<file path="src/rtl/zxuno_spi_pkg.sv">
// Shared definitions for the SPI bus arbiter and its byte engine.
//   arb_state_t : arbiter FSM states
//   DEV_FLASH / DEV_SD : device select values carried on dev0/dev1
//   BIT_CNT_W   : width of the per-byte bit counter
package zxuno_spi_pkg;

    typedef enum logic [1:0] {
        IDLE  = 2'd0,
        OWN   = 2'd1,
        SHIFT = 2'd2,
        GAP   = 2'd3
    } arb_state_t;

    localparam logic DEV_FLASH = 1'b0;
    localparam logic DEV_SD    = 1'b1;

    localparam int BIT_CNT_W = 3;

endpackage

</file>
<file path="src/rtl/spi_byte_engine.sv">
// SPI mode-0 byte shifter: SCK divider, bit counter, TX/RX shift registers.
// Ports:
//   i_clk, i_rst_n : system clock, synchronous active-low reset
//   i_load, i_tx   : start a byte with the given TX value
//   i_miso         : serial input, sampled on each SCK rising edge
//   o_sck, o_mosi  : serial clock and data out (MOSI idles high)
//   o_rx           : last complete received byte
//   o_done         : one-cycle pulse after the 8th SCK falling edge
//   o_last         : high in the cycle whose closing edge ends the byte
module spi_byte_engine
    import zxuno_spi_pkg::*;
#(
    parameter int DIV = 2
) (
    input  logic       i_clk,
    input  logic       i_rst_n,
    input  logic       i_load,
    input  logic [7:0] i_tx,
    input  logic       i_miso,
    output logic       o_sck,
    output logic       o_mosi,
    output logic [7:0] o_rx,
    output logic       o_done,
    output logic       o_last
);

    localparam int DIV_W = (DIV > 1) ? $clog2(DIV) : 1;
    localparam logic [DIV_W-1:0] DIV_LOAD = DIV_W'(DIV - 1);
    localparam logic [BIT_CNT_W-1:0] LAST_BIT = {BIT_CNT_W{1'b1}};

    logic                 r_active;
    logic                 r_sck;
    logic [DIV_W-1:0]     r_div_cnt;
    logic [BIT_CNT_W-1:0] r_bit_cnt;
    logic [7:0]           r_tx_sh;
    logic [7:0]           r_rx_sh;
    logic [7:0]           r_rx;
    logic                 r_done;

    logic w_half_tc;

    assign w_half_tc = r_active && (r_div_cnt == '0);

    always_ff @(posedge i_clk) begin
        if (!i_rst_n) begin
            r_active  <= 1'b0;
            r_sck     <= 1'b0;
            r_div_cnt <= '0;
            r_bit_cnt <= '0;
            r_tx_sh   <= '0;
            r_rx_sh   <= '0;
            r_rx      <= '0;
            r_done    <= 1'b0;
        end else begin
            r_done <= 1'b0;
            if (i_load) begin
                r_active  <= 1'b1;
                r_sck     <= 1'b0;
                r_div_cnt <= DIV_LOAD;
                r_bit_cnt <= '0;
                r_tx_sh   <= i_tx;
            end else if (r_active) begin
                if (!w_half_tc) begin
                    r_div_cnt <= r_div_cnt - DIV_W'(1);
                end else begin
                    r_div_cnt <= DIV_LOAD;
                    if (!r_sck) begin
                        // Rising edge: the pin goes high just after this
                        // clock edge, so MISO is captured as SCK rises.
                        r_sck   <= 1'b1;
                        r_rx_sh <= {r_rx_sh[6:0], i_miso};
                    end else begin
                        r_sck <= 1'b0;
                        if (r_bit_cnt == LAST_BIT) begin
                            r_active <= 1'b0;
                            r_done   <= 1'b1;
                            r_rx     <= r_rx_sh;
                        end else begin
                            r_bit_cnt <= r_bit_cnt + BIT_CNT_W'(1);
                            r_tx_sh   <= {r_tx_sh[6:0], 1'b0};
                        end
                    end
                end
            end
        end
    end

    assign o_sck  = r_sck;
    assign o_mosi = r_active ? r_tx_sh[7] : 1'b1;
    assign o_rx   = r_rx;
    assign o_done = r_done;
    assign o_last = w_half_tc && r_sck && (r_bit_cnt == LAST_BIT);

endmodule

</file>
<file path="src/rtl/spi_bus_arbiter.sv">
// Two-requester arbiter for the shared flash/SD SPI bus. Requester 0 (boot
// loader) has priority, requester 1 is the CPU SPI port. Handles chip-select
// sequencing, the inter-ownership gap and the stretched activity LED; byte
// shifting is delegated to spi_byte_engine.
// Ports:
//   sysclk, power_on_reset_n : clock, synchronous active-low reset
//   req0/1, dev0/1           : bus request and target device (0 flash, 1 SD)
//   start0/1, tx0/1          : byte start strobe and TX byte
//   gnt0/1, busy, done       : ownership, shift in progress, byte complete
//   rx_data                  : received byte
//   flash_cs_n, sd_cs_n      : chip selects
//   spi_clk, spi_mosi, spi_miso : SPI lines
//   activity_led             : stretched bus activity indicator
//
// state | meaning
// IDLE  | no owner, arbitrate pending requests
// OWN   | owner holds CS low, waiting for a start strobe or release
// SHIFT | byte in flight
// GAP   | both CS high before the next arbitration
module spi_bus_arbiter
    import zxuno_spi_pkg::*;
#(
    parameter int DIV      = 2,
    parameter int CS_GAP   = 2,
    parameter int LED_HOLD = 1400000
) (
    input  logic       sysclk,
    input  logic       power_on_reset_n,
    input  logic       req0,
    input  logic       req1,
    input  logic       dev0,
    input  logic       dev1,
    input  logic       start0,
    input  logic       start1,
    input  logic [7:0] tx0,
    input  logic [7:0] tx1,
    output logic       gnt0,
    output logic       gnt1,
    output logic       busy,
    output logic       done,
    output logic [7:0] rx_data,
    output logic       flash_cs_n,
    output logic       sd_cs_n,
    output logic       spi_clk,
    output logic       spi_mosi,
    input  logic       spi_miso,
    output logic       activity_led
);

    // The IDLE arbitration cycle also has both CS high, so GAP itself only
    // needs CS_GAP-1 cycles (at least one) to honour the minimum gap.
    localparam int GAP_W    = $clog2(CS_GAP + 2);
    localparam int GAP_CYC  = (CS_GAP > 1) ? CS_GAP - 1 : 1;
    localparam logic [GAP_W-1:0] GAP_LOAD = GAP_W'(GAP_CYC);
    localparam logic [20:0] LED_LOAD = 21'(LED_HOLD);

    arb_state_t       r_state;
    logic             r_owner;
    logic             r_dev;
    logic [GAP_W-1:0] r_gap_cnt;
    logic [20:0]      r_led_cnt;

    arb_state_t       w_state_nxt;
    logic             w_owner_nxt;
    logic             w_dev_nxt;
    logic [GAP_W-1:0] w_gap_nxt;
    logic             w_load;
    logic             w_own_req;
    logic             w_own_start;
    logic [7:0]       w_own_tx;
    logic             w_owning;
    logic             w_eng_done;
    logic             w_eng_last;

    assign w_own_req   = r_owner ? req1 : req0;
    assign w_own_start = r_owner ? start1 : start0;
    assign w_own_tx    = r_owner ? tx1 : tx0;

    always_ff @(posedge sysclk) begin
        if (!power_on_reset_n) begin
            r_state   <= IDLE;
            r_owner   <= 1'b0;
            r_dev     <= DEV_FLASH;
            r_gap_cnt <= '0;
        end else begin
            r_state   <= w_state_nxt;
            r_owner   <= w_owner_nxt;
            r_dev     <= w_dev_nxt;
            r_gap_cnt <= w_gap_nxt;
        end
    end

    always_comb begin
        w_state_nxt = r_state;
        w_owner_nxt = r_owner;
        w_dev_nxt   = r_dev;
        w_gap_nxt   = r_gap_cnt;
        w_load      = 1'b0;
        case (r_state)
            IDLE: begin
                if (req0) begin
                    w_state_nxt = OWN;
                    w_owner_nxt = 1'b0;
                    w_dev_nxt   = dev0;
                end else if (req1) begin
                    w_state_nxt = OWN;
                    w_owner_nxt = 1'b1;
                    w_dev_nxt   = dev1;
                end
            end
            OWN: begin
                if (!w_own_req) begin
                    w_state_nxt = GAP;
                    w_gap_nxt   = GAP_LOAD;
                end else if (w_own_start) begin
                    w_state_nxt = SHIFT;
                    w_load      = 1'b1;
                end
            end
            SHIFT: begin
                if (w_eng_last) begin
                    w_state_nxt = OWN;
                end
            end
            GAP: begin
                if (r_gap_cnt <= GAP_W'(1)) begin
                    w_state_nxt = IDLE;
                end else begin
                    w_gap_nxt = r_gap_cnt - GAP_W'(1);
                end
            end
            default: w_state_nxt = IDLE;
        endcase
    end

    assign w_owning = (r_state == OWN) || (r_state == SHIFT);

    // Reloads while any CS is low, so the hold time runs from the last
    // deassertion; saturates at zero.
    always_ff @(posedge sysclk) begin
        if (!power_on_reset_n) begin
            r_led_cnt <= '0;
        end else if (w_owning) begin
            r_led_cnt <= LED_LOAD;
        end else if (r_led_cnt != '0) begin
            r_led_cnt <= r_led_cnt - 21'd1;
        end
    end

    spi_byte_engine #(
        .DIV (DIV)
    ) u_engine (
        .i_clk   (sysclk),
        .i_rst_n (power_on_reset_n),
        .i_load  (w_load),
        .i_tx    (w_own_tx),
        .i_miso  (spi_miso),
        .o_sck   (spi_clk),
        .o_mosi  (spi_mosi),
        .o_rx    (rx_data),
        .o_done  (w_eng_done),
        .o_last  (w_eng_last)
    );

    assign gnt0         = w_owning && !r_owner;
    assign gnt1         = w_owning && r_owner;
    assign busy         = (r_state == SHIFT);
    assign done         = w_eng_done && w_owning;
    assign flash_cs_n   = !(w_owning && (r_dev == DEV_FLASH));
    assign sd_cs_n      = !(w_owning && (r_dev == DEV_SD));
    assign activity_led = w_owning || (r_led_cnt != '0);

endmodule

</file>
<file path="config.mk">
export PLATFORM = sky130hd
export DESIGN_NAME = spi_bus_arbiter
export DESIGN_NICKNAME = d
export VERILOG_FILES = /design/src/rtl/zxuno_spi_pkg.sv /design/src/rtl/spi_byte_engine.sv /design/src/rtl/spi_bus_arbiter.sv
export SDC_FILE = /design/constraint.sdc
export NUM_CORES = 1
export LEC_CHECK = 0
export CAP_MARGIN = 10
export CELL_PAD_IN_SITES_DETAIL_PLACEMENT = 1
export CELL_PAD_IN_SITES_GLOBAL_PLACEMENT = 1
export CORE_ASPECT_RATIO = 0.75
export CORE_UTILIZATION = 47
export DETAILED_ROUTE_END_ITERATION = 10
export DONT_BUFFER_PORTS = 1
export GPL_TIMING_DRIVEN = 0
export PLACE_DENSITY = 0.85
export SYNTH_ARGS = -nofsm -noshare
export SYNTH_HDL_FRONTEND = slang
export SYNTH_SLANG_ARGS = --single-unit
</file>
<file path="constraint.sdc">
create_clock -name sysclk -period 3 [get_ports sysclk]
set_clock_uncertainty 0.05 [all_clocks]
set_input_delay 0.45 -clock sysclk [delete_from_list [all_inputs] [get_ports sysclk]]
set_output_delay 0.45 -clock sysclk [all_outputs]
set_load 0.01 [all_outputs]
</file>
Word-level counts from Yosys, hierarchy flattened
Cells that the tools add are included.
{ "classes": {"order_cmp": 1, "add_sub_neg": 4, "n_bitwise": 8, "muxes": 38, "reduce_logical": 32, "n_eq_ne": 11} }
{ "op_table": {"columns": ["cell", "n"], "rows": [
  ["8-bit two-way mux", 6],
  ["21-bit two-way mux", 2],
  ["21-bit nonzero test", 1],
  ["21-bit by 1-bit subtractor with 21-bit output (second input constant)", 1],
  ["1-bit two-way mux", 20],
  ["2-bit two-way mux", 8],
  ["4-bit AND reduction", 4],
  ["2-bit nonzero test", 6],
  ["1-bit logical AND", 8],
  ["1-bit NOT", 8],
  ["2-bit case mux with 4 select lines", 1],
  ["2-bit != test (second input constant)", 3],
  ["3-bit != test (second input constant)", 2],
  ["5-bit AND reduction", 1],
  ["5-bit OR reduction", 1],
  ["2-bit == test (second input constant)", 2],
  ["2-bit by 1-bit != test with 1-bit output (second input constant)", 2],
  ["2-bit case mux with 2 select lines", 1],
  ["2-bit AND reduction", 2],
  ["2-bit OR reduction", 2],
  ["3-bit by 1-bit adder with 3-bit output (second input constant)", 1],
  ["3-bit == test (second input constant)", 1],
  ["1-bit zero test", 3],
  ["3-bit AND reduction", 1],
  ["other kinds (6)", 7]
]} }
{ "word_totals": {"reg_bits": 58, "output_inout_bits": 17, "elab_cells": 108, "inputBits": 25} }

Longest topological paths before layout
Gate-level depths: netlist (run 1).
{ "logic_depth": {"depth_word": 6, "mapped_depth": 7, "depth_no_buf": 7} }

Cells and area by module
From an unflattened synthesis (run 1), not the netlist that was laid out.
{ "hier_totals": {"cells_unflattened": 327, "hier_area_um2": 2924.1} }
{ "by_module_without_submodules": {"columns": ["module", "seq_area_each_um2", "n_inst", "area_per_inst_um2", "cells_each"], "rows": [
  ["spi_bus_arbiter", 540.5, 1, 1722.9, 208],
  ["spi_byte_engine", 620.6, 1, 1201.2, 119]
]} }

Worst setup path after synthesis (run 1)
Ideal clock, no wire load.
{ "synth_timing": {"path_kind": "flip-flop to output port", "start": "reg r_led_cnt[13]", "end": "out activity_led", "t_required_ns": 2.500, "path_buffers": 2, "slack_ns": 0.563, "t_arrival_ns": 1.937, "stages_incl_launch_ff": 6, "cell_sequence": "dfxtp_1 > or4_1 > buf_2 > or3_1 > buf_6 > or4_4"} }
{ "synth_between": {"elab_chain_cells": 2} }
{ "synth_rtl": {"columns": ["element", "line_no", "rtl"], "rows": [
  ["start, declared", "spi_bus_arbiter.sv:61", "logic [20:0] r_led_cnt;"],
  ["start signal, assigned", "spi_bus_arbiter.sv:146", "r_led_cnt <= r_led_cnt - 21'd1;"],
  ["21-bit nonzero test", "spi_bus_arbiter.sv:171", "assign activity_led = w_owning || (r_led_cnt != '0);"],
  ["1-bit logical OR", "spi_bus_arbiter.sv:171", null],
  ["end, declared", "spi_bus_arbiter.sv:47", "output logic activity_led"]
]} }
Every way passes these cells.

Worst setup path in the final report (run 1)
Ends and elaborated chain as after synthesis.

==> impl_results.md, run 1 <==
- CTS hold repair buffers: 0
- # fillers: 666
- CP max FO: 10
- Syn Std Cell Area: 2790 um^2
- Global route overflow: 0
- First DRT Iteration DRCs: 126
- Post-synth EDFFs: 0
- Placed cell area: 2880 um^2
- Critical path startpoint category: register
- Final Hold Vio Count: 0
- Worst slew pin tran: 0.661 ns
- Ports: 42
- Root Driver: clkbuf_8
- Worst reg2reg path depth: 5
- Seq pwr share: 37.4%
- Crit path largest cell delay: 0.53 ns
- First-pass GRT wire length: 11,100 um
- Peak supply drop: 632 uV
- Min Clock Period, post-route: 2.88 ns
- Kind of cell adding the most delay to the critical path: simple AND/OR/NAND/NOR gates
- Max Cap Viol: 0
- Outcome: finished clean
- Syn Nets: 342
- P&R area growth vs syn: 9.47%
- Hold Path Depth: 1
- Setup TNS: 0 ns
- P_sw: 1210 uW
- Avg Synthesized Cell Area: 9.02 um^2
- Fmax: 347 MHz
- Worst path slowest cell: or4_4
- Worst path depth: 5
- First-pass DRT Iterations: 6
- Setup Buffers After CTS: 0
- Clock transition at the registers of the reported paths: 0.06 ns
- Starting Density: 50.5%
- Slew HR: 55.3%
- Total CTS buffers: 9
- CTS resizes: 0
- Initial antenna violation count: 0
- RSZ-0062 raised after global routing: no
- Commonest register cell after synthesis: dfxtp_1
- CTS tree: built
- Die ar.: 6250 um^2
- Wirelength per Cell: 17.0 um
- Port bufs: 0
- Core Area: 5530 um^2
- Hold Crit Class: input pin to register
- Vias in the first global route: 2,252
- # diodes: 0
- P_leak: 0.00116 uW
- CP arrival: 2.38 ns
- Crit-path cells: or4_1, buf_2, or3_1, buf_6, or4_4
- Mapped Cells: 309
- Final WL: 6770 um
- Crit share post-route: 96.2%
- Power share of the clock group: 21.2%
- Vias/cell: 5.73
- Power per cell area: 973 nW/um^2
- Crit path buffers/inverters: 2
- ANT nets after route: 0
- # DRC: 0
- Largest net degree at the start of global routing: 11
- GPL Wtd Cong: 0.856
- Flops & latches, synth: 58
- HPWL after DPL: 4710 um
- Depth of the CTS H-tree: 3
- Post-synth ARST share: 0%
- Combinational power share: 41.5%
- Chip height: 68.7 um
- Final max-slew violation count: 0
- WS Path Type: register to output pin
- Yosys warns: 0
- Nets@finish: 353
- CTS sink count: 58
- Sw Share: 40.9%
- CP required: 2.50 ns
- CP Capture Type: output pin
- Routed vias: 2,286
- Die width: 90.9 um
- Post-route cell area: 3050 um^2
- Clock latency on the worst-skew pair: 0.34 ns
- Sequential area share after synthesis: 41.7%
- Row Count: 23
- Max clock buf depth: 2
- Ratio of cells with drive above 1 in the final layout: 7.72%
- Yosys cell types: 44
- Final setup vio count: 0
- Aggregate global-route resource usage: 23.6%
- Power Internal: 1760 uW
layout by cell type, fill, tap and decap left out, types with 2 or more instances in the layout:
master and count:
a211oi_1 17, a21oi_1 17, a31oi_1 2, and2_1 3, and3_1 2, and3b_1 2
buf_2 2, clkbuf_1 14, clkbuf_8 11, clkinv_2 3, dfxtp_1 58, ha_1 8
inv_1 8, mux2i_1 31, nand2_1 15, nand2b_1 5, nand3_1 5, nand3b_1 2
nor2_1 43, nor2b_1 12, nor3_1 4, nor4_1 2, nor4b_1 2, o211ai_1 4
o21a_1 2, o21ai_0 11, or2_2 2, or3_1 6, or4_1 4, xnor2_1 8
xor2_1 4
power groups by stage:
stage | sequential (uW) | clock (uW) | combinational (uW)
floorplan | 1070 | 0 | 962
global placement | 1110 | 0 | 1150
detailed placement | 1120 | 0 | 1200
CTS | 1110 | 651 | 1230
global route | 1130 | 681 | 1360
finish | 1110 | 628 | 1230
metal layers:
metal | vias to the layer above | GRT usage [%] | share of wire [%]
met1 | 1104 | 29.3 | 49
met4 | 0 | 8.53 | 1.9
met3 | 16 | 8.00 | 5.1
li1 | 1116 | - | -
met2 | 50 | 38.8 | 44
met5 | - | 0 | 0
flip-flops by register name (all words and copies together), names as in the netlist:
register,flops
r_gap_cnt,2
u_engine.r_bit_cnt,3
u_engine.r_rx_sh,8
u_engine.o_done,1
r_dev,1
u_engine.o_rx,8
u_engine.r_active,1
r_state,2
r_owner,1
r_led_cnt,21
u_engine.o_sck,1
u_engine.r_div_cnt,1
u_engine.r_tx_sh,8
stage by stage:
| stage | utilization, % | setup slack (ns) | instances | hold slack, ns | total power (uW) |
|---|---|---|---|---|---|
| CTS | 55.2 | 0.0909 | 399 | 0.134 | 2990 |
| floorplan | - | 0.563 | 309 | 0.393 | 2040 |
| global route | 55.2 | 0.0338 | 399 | 0.150 | 3180 |
| global placement | 52.2 | 0.499 | 384 | 0.418 | 2260 |
| finish | 55.2 | 0.115 | 399 | 0.155 | 2970 |
| detailed placement | 52.2 | 0.478 | 384 | 0.430 | 2320 |
worst reg2reg max path: cells and delay by family (launching register included):
kind,cells,cell delay (ns)
buffers and inverters,1,0.18
AO/OA/AOI/OAI,1,0.32
AND/OR/NAND/NOR,3,1.36
flip-flops,1,0.34
Yosys cell counts (2+ instances only):
library cell,n,area (um^2)
or2_2,2,12.5
xor2_1,4,35.0
or4_1,4,30.0
nand2b_1,5,31.3
nand3_1,5,25.0
o211ai_1,4,30.0
a31oi_1,2,12.5
buf_2,2,10.0
a21oi_1,17,85.1
ha_1,8,100
nor3_1,4,20.0
o21a_1,2,15.0
a211oi_1,17,128
dfxtp_1,58,1160
xnor2_1,8,70.1
inv_1,8,30.0
or3_1,6,37.5
and3_1,2,12.5
nor2b_1,12,75.1
nor4_1,2,12.5
nand2_1,15,56.3
and2_1,3,18.8
o21ai_0,11,55.1
nor2_1,43,161
and3b_1,2,17.5
nor4b_1,2,17.5
clkbuf_1,13,48.8
mux2i_1,31,310
nand3b_1,2,15.0
cells by family after synthesis:
kind of cell             count (synthesis)  synth area share [%]
AO/OA/AOI/OAI                           61                  14.2
XOR/XNOR                                12                  3.77
adder cells (fa/ha/maj)                  8                  3.59
buffers and inverters                   24                  3.59
flip-flops                              58                  41.7
multiplexers                            32                  11.5
AND/OR/NAND/NOR                        114                  21.6
layout make-up:
type | instances | area, um^2 | share of cell area (%)
flip-flops and latches | 58 | 1160 | 38.0
clock inverters | 3 | 15.0 | 0.492
inverters | 8 | 30.0 | 0.984
multi-input cells | 227 | 1530 | 50.0
well taps | 75 | 93.8 | 3.08
clock buffers | 12 | 155 | 5.08
plain buffers | 16 | 70.1 | 2.30
path summary, 6_finish.rpt:
kind | start | slack, ns | to
worst max-delay path | r_led_cnt[13] | 0.12 | activity_led
worst min-delay path | req0 | 0.15 | r_owner
worst max register to register | r_led_cnt[13] | 0.65 | r_led_cnt[1]
worst min register to register | r_led_cnt[15] | 0.45 | r_led_cnt[15]
Power figures use the tool's default switching activity.
==> run 2, diff against run 1 <==
Settings changed: CORE_UTILIZATION 47 to 50, CTS_BUF_LIST from default to sky130_fd_sc_hd__clkbuf_4 sky130_fd_sc_hd__clkbuf_8, PLACE_DENSITY 0.85 to 0.89, TNS_END_PERCENT from default to 1.
==> impl_results.md, run 2 (synthesis gave the netlist of run 1 again) <==
- Outcome: finished clean
- Final setup vio count: 0
- CP arrival: 2.42 ns
- First-pass DRT Iterations: 6
- Core Area: 5350 um^2
- Final max-slew violation count: 0
- Routed vias: 2,362
- Worst slew pin tran: 0.687 ns
- Clock transition at the registers of the reported paths: 0.07 ns
- Worst path slowest cell: or4_4
- P&R area growth vs syn: 11.7%
- Initial antenna violation count: 0
- Die ar.: 5880 um^2
- HPWL after DPL: 4740 um
- Max clock buf depth: 2
- Vias/cell: 5.91
- Metal-1 WL: 3170 um
- ANT nets after route: 0
- Depth of the CTS H-tree: 3
- Die width: 88.2 um
- Power per cell area: 1030 nW/um^2
- Setup TNS: 0 ns
- Most frequent cells in the layout: dfxtp_1, nor2_1, mux2i_1, a21oi_1, a211oi_1
- Vias in the first global route: 2,337
- Critical path startpoint category: register
- DR WL met3: 366 um
- # fillers: 636
- Crit-path cells: or4_4, buf_6, or3_1, buf_6, or4_4
- WL met2: 3480 um
- Port bufs: 0
- Most flops, register: r_led_cnt
- Post-route cell area: 3110 um^2
- CP max FO: 10
- Largest net degree at the start of global routing: 11
- Max Cap Viol: 0
- CP Capture Type: output pin
- Crit share post-route: 97.3%
- Peak supply drop: 481 uV
- # diodes: 0
- First DRT Iteration DRCs: 92
- CP required: 2.50 ns
- Fmax: 343 MHz
- Wirelength per Cell: 17.8 um
- Crit path largest cell delay: 0.54 ns
- Commonest non-fill, non-tap cell in the layout: dfxtp_1
- P_leak: 0.00118 uW
- WS Path Type: register to output pin
- Total power: 3210 uW
- Final WL: 7120 um
- GPL Wtd Cong: 0.789
- Max Used Layer: met4
- # DRC: 0
- Clock latency on the worst-skew pair: 0.35 ns
- Ports: 42
- Slew HR: 53.5%
- CTS hold repair buffers: 0
- CTS sink count: 58
- Max reg flops: 21
- Hold Crit Class: input pin to register
- CTS tree: built
- Row Count: 23
- Root Driver: clkbuf_8
- RSZ-0062 raised after global routing: no
- Nets@finish: 353
- Total CTS buffers: 9
- Final Hold Vio Count: 0
- First-pass GRT wire length: 11,300 um
- Chip height: 66.7 um
- Ratio of cells with drive above 1 in the final layout: 8.62%
- Starting Density: 52.1%
- Min Clock Period, post-route: 2.92 ns
- Global route overflow: 0
- Placed cell area: 2880 um^2
- Aggregate global-route resource usage: 26.2%
-- run 2: critical path, delay by kind of cell (launching register included) --
family | cells | cell delay, ns
simple gates | 3 | 1.42
flops | 1 | 0.34
buf+inv | 2 | 0.31
-- run 2: metal layers --
metal	track usage (%)	vias up
met2	43.7	51
met4	7.86	0
li1	-	1121
met1	31.6	1180
met5	0	-
met3	9.67	10
-- run 2: cell type report --
class,count,area (um^2),share of cell area [%]
inverter,8,30.0,0.964
tap,75,93.8,3.01
multi-input combinational,227,1530,49.1
clock buffer,11,145,4.66
clock inverter,5,77.6,2.49
sequential,58,1160,37.3
buffer,16,76.3,2.45
-- run 2: through the flow --
| stage | cells | setup slack (ns) | hold WS, ns | util, % |
|---|---|---|---|---|
| after floorplan | 309 | 0.563 | 0.393 | - |
| after global placement | 384 | 0.491 | 0.412 | 53.8 |
| after detailed placement | 384 | 0.467 | 0.428 | 53.8 |
| after CTS | 400 | 0.0585 | 0.144 | 58.0 |
| after global routing | 400 | 0.0154 | 0.151 | 58.2 |
| final | 400 | 0.0807 | 0.155 | 58.2 |
-- run 2: path summary, 6_finish.rpt --
kind                                     startpoint                  end  slack (ns)  cells past startpoint
worst max-delay path                  r_led_cnt[13]         activity_led        0.08                      5
worst min-delay path                           req0              r_owner        0.16                      1
worst max register to register         r_led_cnt[8]        r_led_cnt[18]        0.63                      5
worst min register to register  u_engine.r_tx_sh[0]  u_engine.r_tx_sh[0]        0.44                      2
-- run 2: where the power goes --
part / internal (uW) / switching [uW] / total (uW)
clock network: 496 / 308 / 804
logic: 510 / 781 / 1290
registers: 932 / 178 / 1110
total: 1940 / 1270 / 3210
-- run 2: timing repair --
action                                  CTS  global route
gates resized for setup                   0             4
buffers inserted                          0             0
hold endpoints to repair                  0             0
endpoints found under the setup margin    0             1
==> run 3, diff against run 2 <==
Settings changed: RECOVER_POWER from default to 50.
==> impl_results.md, run 3 (synthesis gave the netlist of run 1 again) <==
- P_sw: 1260 uW
- P&R area growth vs syn: 11.7%
- Ports: 42
- Total CTS buffers: 9
- Final WL: 7090 um
- CP required: 2.50 ns
- Worst slew pin tran: 0.694 ns
- Critical path startpoint category: register
- Final max-slew violation count: 0
- Register area: 1160 um^2
- Most flops, register: r_led_cnt
- Routed vias: 2,368
- Commonest non-fill, non-tap cell in the layout: dfxtp_1
- Die width: 88.2 um
- CP arrival: 2.41 ns
- Clock latency on the worst-skew pair: 0.34 ns
- Aggregate global-route resource usage: 26.2%
- Port bufs: 0
- Chip height: 66.7 um
- Max reg flops: 21
- CTS resizes: 0
- Die ar.: 5880 um^2
- Power Internal: 1940 uW
- CTS hold repair buffers: 0
- Pre-CTS WS: 0.467 ns
- Worst Slack Setup Final: 0.0942 ns
- Core Area: 5350 um^2
- Power per cell area: 1030 nW/um^2
- Global route overflow: 0
- Vias in the first global route: 2,337
- Root Driver: clkbuf_8
- Outcome: finished clean
- Setup TNS: 0 ns
- Final setup vio count: 0
- Ratio of cells with drive above 1 in the final layout: 8.31%
- P_leak: 0.00118 uW
- Placed cell area: 2880 um^2
- Largest net degree at the start of global routing: 11
- First-pass DRT Iterations: 6
- Vias/cell: 5.92
- # fillers: 636
- Seq pwr share: 34.7%
- Hold Crit Class: input pin to register
- ANT nets after route: 0
- CP max FO: 10
- CP Capture Type: output pin
- Sw Share: 39.4%
- First-pass GRT wire length: 11,300 um
- Crit share post-route: 96.9%
- Fmax: 344 MHz
- HPWL after DPL: 4740 um
- # diodes: 0
- First DRT Iteration DRCs: 92
- # DRC: 0
- Slew HR: 53.1%
- Most frequent cells in the layout: dfxtp_1, nor2_1, mux2i_1, a21oi_1, a211oi_1
- Post-route cell area: 3110 um^2
- Nets@finish: 353
- Max Cap Viol: 0
- Depth of the CTS H-tree: 3
- Initial antenna violation count: 0
- GPL Wtd Cong: 0.789
- Peak supply drop: 484 uV
- CTS tree: built
- Starting Density: 52.1%
- Power share of the clock group: 25.0%
- RSZ-0062 raised after global routing: no
- Max clock buf depth: 2
- Area of the multi-input gates: 1530 um^2
- CTS sink count: 58
- Min Clock Period, post-route: 2.91 ns
- Setup Buffers After CTS: 0
- Wirelength per Cell: 17.7 um
- Combinational power share: 40.3%
- Clock transition at the registers of the reported paths: 0.07 ns
- Row Count: 23
- Final Hold Vio Count: 0
- WS Path Type: register to output pin
-- run 3: worst paths after layout --
kind	startpoint	to	slack, ns	cells past startpoint
max	r_led_cnt[13]	activity_led	0.09	5
min	req0	r_owner	0.16	1
max reg2reg	r_led_cnt[8]	r_led_cnt[18]	0.65	5
min reg2reg	u_engine.r_tx_sh[0]	u_engine.r_tx_sh[0]	0.44	2
-- run 3: routing by layer --
layer  share of wire [%]  vias to the layer above  wire [um]  global-route usage [%]
met1                  45                     1188       3210                    31.6
met2                  49                       48       3470                    43.7
met4                 1.7                        0        117                    7.86
met5                   0                        -          0                       0
li1                    -                     1121          -                       -
met3                 4.2                       11        298                    9.67
-- run 3: through the flow --
stage	total power, uW	hold WS (ns)	instances	util, %
3_5_place_dp	2320	0.428	384	53.8
5_1_grt	3400	0.151	400	58.2
2_1_floorplan	2040	0.393	309	-
4_1_cts	3180	0.144	400	58.0
6_report	3200	0.161	400	58.2
3_3_place_gp	2250	0.412	384	53.8
-- run 3: final cells by class --
| cell class | count | share of cell area, % |
|---|---|---|
| Tap cell | 75 | 3.01 |
| Multi-Input combinational cell | 227 | 49.1 |
| Inverter | 8 | 0.964 |
| Buffer | 16 | 2.45 |
| Clock buffer | 11 | 4.66 |
| Clock inverter | 5 | 2.49 |
| Sequential cell | 58 | 37.3 |
-- run 3: critical path: stages, from the launching register on --
cell and delay (ns):
dfxtp_1 0.34, or4_4 0.54, buf_6 0.16, or3_1 0.33
buf_6 0.15, or4_4 0.54
-- run 3: power groups by stage --
stage,clock network (uW),registers [uW],logic (uW)
CTS,820,1110,1260
detailed placement,0,1120,1200
global route,849,1130,1420
finish,800,1110,1290
global placement,0,1100,1140
floorplan,0,1070,962
